==> config.mk <==
export PLATFORM = sky130hd
export DESIGN_NAME = serial_adder_flat
export DESIGN_NICKNAME = d
export VERILOG_FILES = /design/src/rtl/serial_adder_pkg.sv /design/src/rtl/serial_adder_if.sv /design/src/rtl/serial_adder_half_adder.sv /design/src/rtl/serial_adder.sv /design/src/flat_wrapper.sv
export SDC_FILE = /design/constraint.sdc
export NUM_CORES = 1
export LEC_CHECK = 0
export ABC_AREA = 1
export CORE_ASPECT_RATIO = 0.75
export CORE_UTILIZATION = 32
export CTS_CLUSTER_DIAMETER = 50
export CTS_CLUSTER_SIZE = 40
export DETAILED_ROUTE_END_ITERATION = 16
export MAX_ROUTING_LAYER = met4
export PLACE_DENSITY = 0.54
export RECOVER_POWER = 25
export SKIP_CTS_REPAIR_TIMING = 1
export SKIP_LAST_GASP = 1
export SYNTH_ARGS = -nofsm -noshare
export SYNTH_HDL_FRONTEND = slang
export SYNTH_SLANG_ARGS = --single-unit
==> constraint.sdc <==
create_clock -name CLK -period 1.45 [get_ports CLK]
set_clock_uncertainty 0.1 [all_clocks]
set_input_delay 0.29 -clock CLK [delete_from_list [all_inputs] [get_ports CLK]]
set_output_delay 0.29 -clock CLK [all_outputs]
set_load 0.05 [all_outputs]
==> src/rtl/serial_adder_pkg.sv <==
// Shared definitions for the bit-serial adder: FSM encoding, default width,
// and the bit-counter sizing rule.
package serial_adder_pkg;

  localparam int unsigned DEFAULT_WIDTH = 8;

  typedef enum logic [1:0] {
    IDLE = 2'd0,
    RUN  = 2'd1,
    FIN  = 2'd2
  } state_t;

  // Counter must hold 0..WIDTH; never narrower than one bit.
  function automatic int unsigned cnt_width(input int unsigned w);
    int unsigned c;
    c = $clog2(w + 1);
    return (c < 1) ? 1 : c;
  endfunction

endpackage

==> src/rtl/serial_adder_if.sv <==
// Request/result bundle of the serial adder: operands and START in,
// BUSY/DONE status and registered SUM/COUT out.
interface serial_adder_if
  import serial_adder_pkg::*;
#(
  parameter int unsigned WIDTH = DEFAULT_WIDTH
);
  logic             START;
  logic [WIDTH-1:0] A;
  logic [WIDTH-1:0] B;
  logic             BUSY;
  logic             DONE;
  logic [WIDTH-1:0] SUM;
  logic             COUT;

  modport master (output START, A, B, input BUSY, DONE, SUM, COUT);
  modport slave  (input START, A, B, output BUSY, DONE, SUM, COUT);
endinterface

==> src/rtl/serial_adder_half_adder.sv <==
// Single-bit half adder; two of these plus an OR form the serial full adder.
module half_adder (
  input  logic i_a,
  input  logic i_b,
  output logic o_s,
  output logic o_c
);
  assign o_s = i_a ^ i_b;
  assign o_c = i_a & i_b;
endmodule

==> src/rtl/serial_adder.sv <==
// Bit-serial adder: LSB-first, one bit per clock, result and carry held
// in output registers until the next completion or reset.
module serial_adder
  import serial_adder_pkg::*;
#(
  parameter int unsigned WIDTH = DEFAULT_WIDTH
) (
  input logic           CLK,
  input logic           RST,
  serial_adder_if.slave bus
);
  localparam int unsigned CW = cnt_width(WIDTH);

  state_t           r_state;
  state_t           w_next;
  logic             w_accept;
  logic [WIDTH-1:0] r_a;
  logic [WIDTH-1:0] r_b;
  logic [WIDTH-1:0] r_res;
  logic [WIDTH-1:0] r_sum;
  logic             r_carry;
  logic             r_cout;
  logic [CW-1:0]    r_cnt;

  logic             w_s0;
  logic             w_c0;
  logic             w_s;
  logic             w_c1;
  logic             w_cy;
  logic             w_last;
  logic [WIDTH-1:0] w_res_next;

  half_adder u_ha0 (.i_a(r_a[0]), .i_b(r_b[0]),  .o_s(w_s0), .o_c(w_c0));
  half_adder u_ha1 (.i_a(w_s0),   .i_b(r_carry), .o_s(w_s),  .o_c(w_c1));

  assign w_cy   = w_c0 | w_c1;
  assign w_last = (r_cnt == CW'(WIDTH - 1));
  // Shift-based insert keeps WIDTH=1 legal (no zero-width slice).
  assign w_res_next = (r_res >> 1) | (WIDTH'(w_s) << (WIDTH - 1));

  always_comb begin
    w_next   = r_state;
    w_accept = 1'b0;
    case (r_state)
      IDLE: begin
        if (bus.START) begin
          w_next   = RUN;
          w_accept = 1'b1;
        end
      end
      RUN: begin
        if (w_last) w_next = FIN;
      end
      FIN: begin
        w_accept = bus.START;
        w_next   = bus.START ? RUN : IDLE;
      end
      default: w_next = IDLE;
    endcase
  end

  always_ff @(posedge CLK or posedge RST) begin
    if (RST) r_state <= IDLE;
    else     r_state <= w_next;
  end

  always_ff @(posedge CLK or posedge RST) begin
    if (RST) begin
      r_a     <= '0;
      r_b     <= '0;
      r_res   <= '0;
      r_sum   <= '0;
      r_carry <= 1'b0;
      r_cout  <= 1'b0;
      r_cnt   <= '0;
    end else if (w_accept) begin
      r_a     <= bus.A;
      r_b     <= bus.B;
      r_res   <= '0;
      r_carry <= 1'b0;
      r_cnt   <= '0;
    end else if (r_state == RUN) begin
      r_a     <= r_a >> 1;
      r_b     <= r_b >> 1;
      r_res   <= w_res_next;
      r_carry <= w_cy;
      r_cnt   <= r_cnt + CW'(1);
      if (w_last) begin
        r_sum  <= w_res_next;
        r_cout <= w_cy;
      end
    end
  end

  assign bus.BUSY = (r_state == RUN);
  assign bus.DONE = (r_state == FIN);
  assign bus.SUM  = r_sum;
  assign bus.COUT = r_cout;

endmodule

==> src/flat_wrapper.sv <==
// flat-port wrapper written by rule: the top's interface ports become plain ports
module serial_adder_flat import serial_adder_pkg::*;
#(
  parameter int unsigned WIDTH = DEFAULT_WIDTH
)
  (CLK, RST, bus_START, bus_A, bus_B, bus_BUSY, bus_DONE, bus_SUM, bus_COUT);
  serial_adder_if #(.WIDTH(WIDTH)) bus_i ();
  input logic CLK;
  input logic RST;
  input wire logic [$bits(bus_i.START)-1:0] bus_START;
  input wire logic [$bits(bus_i.A)-1:0] bus_A;
  input wire logic [$bits(bus_i.B)-1:0] bus_B;
  output wire logic [$bits(bus_i.BUSY)-1:0] bus_BUSY;
  output wire logic [$bits(bus_i.DONE)-1:0] bus_DONE;
  output wire logic [$bits(bus_i.SUM)-1:0] bus_SUM;
  output wire logic [$bits(bus_i.COUT)-1:0] bus_COUT;
  assign bus_i.START = bus_START;
  assign bus_i.A = bus_A;
  assign bus_i.B = bus_B;
  assign bus_BUSY = bus_i.BUSY;
  assign bus_DONE = bus_i.DONE;
  assign bus_SUM = bus_i.SUM;
  assign bus_COUT = bus_i.COUT;
  serial_adder #(.WIDTH(WIDTH)) u_core (.CLK(CLK), .RST(RST), .bus(bus_i));
endmodule
==> summary.md <==
The worst-case setup margin in the final layout was -0.0266 ns. 0 antenna diodes ended up in the layout. Summed over all failing endpoints, the final setup total negative slack is -0.0266 ns.

The run gives 18 as the number of library cell types mapped by synthesis. For the slack of the worst reg-to-reg path, the log shows 0.08 ns. The count of buffers from port buffering is 29.

The first global-routing pass estimated 5650 um of wire. Initial detailed-routing violation count: 120. Maximum resistive drop on vdd: 1.03 mV. The critical path depth came out at 3. Setup repair after global routing could not meet its margin everywhere. The worst register-to-register path ends at u_core.r_a[5]. The kind of critical path was reg -> out. For the total placed instance area, the log shows 0.00218 mm2. In this run the worst hold path is classified as reg -> reg.

For this run the aggregate overflow at the end of global routing stands at 0. Using the TritonRoute via totals, the vias-per-cell ratio works out to 4.41. Clock input transition at the sequential cells of the worst setup and hold paths: 0.08 ns. The mean instance size in the synthesized netlist is 9.32 um2. The placeable core area is 0.00493 mm2. Cells fill 47.2% of the core in the end. The signal on the critical path passes through nand2_4 -> inv_4 -> buf_12.

The final reports fail on negative setup slack. The top cell types in the final layout, fill and taps aside, are sky130_fd_sc_hd__nand2_1 (56), sky130_fd_sc_hd__dfrtp_1 (39), sky130_fd_sc_hd__inv_1 (25). TritonCTS built the clock tree.

Global routing used 14.0% of the available tracks. The total design power was 5560 uW. The run gives 22 as the number of cell rows. After detailed routing, the total wire length is 3270 um.

The buffer levels on the longest clock path was 2. The logs give 0 for the final number of hold-violating endpoints and 0.00106 uW for the leakage power of the design. The total setup violations reported at the end of the flow was 1; the number of clock sinks was 39. The logs give 0 for the count of warnings emitted by yosys and 473 for the number of fill cells. In this run the tightest slew margin relative to its limit is 42.9%.

The run gives -0.259 ns as the worst slack after detailed placement. The pre-antenna-repair detailed-routing pass consisted of 6 iterations. The weighted congestion at the end of routability-driven global placement was 0.744; the number of buffers created by CTS was 5.

The number of buffers and inverters on the critical path was 2. The die covers 0.00545 mm2. The HPWL after detailed placement is 2170 um. Dividing total power by cell area gives a power density of 2390 mW/mm2.

Based on the critical path, the design can be clocked at up to 0.677 GHz. For the pin with the worst max-slew slack, the measured transition is 0.857 ns. The instance count of the mapped netlist is 177, and the critical-path maximum fanout is 6. Max-cap violations in this run came to 0. The number of antenna violations at the first check in global routing is 0, and the overall die width is 84.9 um.

Counting flops and latches in the post-synthesis netlist gives 39. DRC violation count after routing: 0. The detail route stage leaves a number of antenna-violating nets equal to 0. CTS placed an instance of sky130_fd_sc_hd__clkbuf_8 at the clock tree root. The startpoint of the worst register-to-register path is u_core.r_state[0].

Area of all placed cells without fillers: 0.00232 mm2. The synthesized netlist net count is 198, and the number of max-slew violations in the final report is 0. The later-pin clock latency in the skew report is 0.29 ns, and the clock period minus final worst setup slack is 1.48 ns.

Highest-delay cell along the critical path: sky130_fd_sc_hd__dfrtp_1. For the worst setup path, the data required time is 1.06 ns. The top-level I/O count is 30, and the depth of the worst register-to-register path is 6. In the finished design, the share of the clock period the worst path needs comes to 102%. The run finished, with violations left. The mapped netlist covers 0.00165 mm2. The worst setup path is captured at a primary output.

After detailed routing, the average wire length per cell comes to 11.8 um. The clock tree synthesis step divided the H-tree into 2 levels. From bottom edge to top edge, the die measures 64.2 um.

Sequential cells were found to cover 59.1% of the synthesized design area. The most common cell after layout, fill and taps aside is sky130_fd_sc_hd__nand2_1. The number of stages on the worst hold path works out to 2. The startpoint identified for the worst hold timing path is u_core.r_b[7]. The longest individual stage delay on the worst path was 0.44 ns. The critical path's top delay family was flip-flops. The total area of multi-input combinational cells is 520 um2. Relative to the synthesized area, the layout overhead comes to 40.9%.

The logs give 33.5% for the starting density of the core and 1.09 ns for the arrival time of the worst setup path. STA classifies the critical path startpoint as a flop. The area of all sequential standard cells is 976 um2, and the ratio of cells with drive above 1 in the final layout is 16.1%. Largest net degree at the start of global routing: 40. The detailed router placed 1222 vias in this run. The origin of the worst setup path was u_core.r_state[0].

The via count of the first global-routing pass was 1191; the net count of the finished layout was 237. Critical path endpoint: bus_BUSY.
flip-flops by register name (all words and copies together) (netlist names):
signal,count
u_core.bus.COUT,1
u_core.r_a,8
u_core.r_cnt,4
u_core.r_res,7
u_core.bus.SUM,8
u_core.r_carry,1
u_core.r_b,8
u_core.r_state,2
synth_stat cells:
library cell / n / area [um2]
sky130_fd_sc_hd__nand3_1: 2 / 10.0
sky130_fd_sc_hd__fa_1: 1 / 20.0
sky130_fd_sc_hd__nor3_4: 1 / 16.3
sky130_fd_sc_hd__inv_1: 28 / 105
sky130_fd_sc_hd__nand2_1: 56 / 210
sky130_fd_sc_hd__inv_2: 1 / 3.75
sky130_fd_sc_hd__nand2_2: 1 / 6.26
sky130_fd_sc_hd__ha_1: 1 / 12.5
sky130_fd_sc_hd__buf_2: 2 / 10.0
sky130_fd_sc_hd__nand2_4: 1 / 11.3
sky130_fd_sc_hd__a21oi_1: 2 / 10.0
sky130_fd_sc_hd__dfrtp_1: 39 / 976
sky130_fd_sc_hd__nor2_1: 6 / 22.5
sky130_fd_sc_hd__o211ai_1: 13 / 97.6
sky130_fd_sc_hd__o21ai_0: 14 / 70.1
sky130_fd_sc_hd__o22ai_1: 5 / 31.3
sky130_fd_sc_hd__buf_6: 3 / 33.8
sky130_fd_sc_hd__clkbuf_1: 1 / 3.75
report_power, final:
| group | leakage (uW) | total [uW] | internal [uW] | switching (uW) |
|---|---|---|---|---|
| Combinational | 0.000500 | 2600 | 1180 | 1430 |
| Sequential | 0.000492 | 1900 | 1570 | 325 |
| Clock | 0.0000654 | 1070 | 688 | 378 |
| Total | 0.00106 | 5560 | 3440 | 2130 |
worst register-to-register path, cell delays in order, from the launching register on:
cell and delay, ns:
sky130_fd_sc_hd__dfrtp_1 0.44, sky130_fd_sc_hd__inv_1 0.06, sky130_fd_sc_hd__nand2_1 0.18, sky130_fd_sc_hd__clkinvlp_4 0.15
sky130_fd_sc_hd__buf_12 0.16, sky130_fd_sc_hd__nand2_1 0.07, sky130_fd_sc_hd__o211ai_1 0.09
cell families (layout without fill, tap and decap cells):
kind of cell    Yosys count  count (layout)  share of synthesized area [%]
compound gates           34              34                           12.7
buf+inv                  35              75                           9.48
fa+ha+maj                 2               2                           1.97
flops                    39              39                           59.1
simple gates             67              67                           16.8
worst min-delay path by stage:
stage | slack [ns] | end
after floorplan | 0.31 | u_core.r_b[7]
after global placement | 0.37 | u_core.r_b[7]
after detailed placement | 0.36 | u_core.r_b[7]
after CTS | 0.26 | u_core.r_res[2]
after global routing | 0.40 | u_core.bus.SUM[5]
final | 0.37 | u_core.r_b[7]
routing by layer:
metal	GRT usage [%]	part of all wire, %	vias to the layer above	wire length, um
li1	-	-	638	-
met1	19.9	56	542	1830
met2	19.6	38	37	1250
met3	3.88	4.8	5	157
met4	3.81	0.89	0	29
met5	-	0	-	0
final cells by class:
| cell class | count | share of cell area (%) |
|---|---|---|
| well taps | 60 | 3.23 |
| repair buffers | 38 | 21.6 |
| flip-flops and latches | 39 | 42.0 |
| clock inverters | 2 | 2.58 |
| clock buffers | 6 | 3.12 |
| multi-input cells | 103 | 22.4 |
| inverters | 29 | 5.06 |
metrics by stage:
stage | instances | hold slack, ns
CTS | 276 | 0.263
global placement | 268 | 0.366
floorplan | 177 | 0.307
global route | 277 | 0.403
finish | 277 | 0.372
detailed placement | 268 | 0.360
Power figures use the tool's default switching activity.
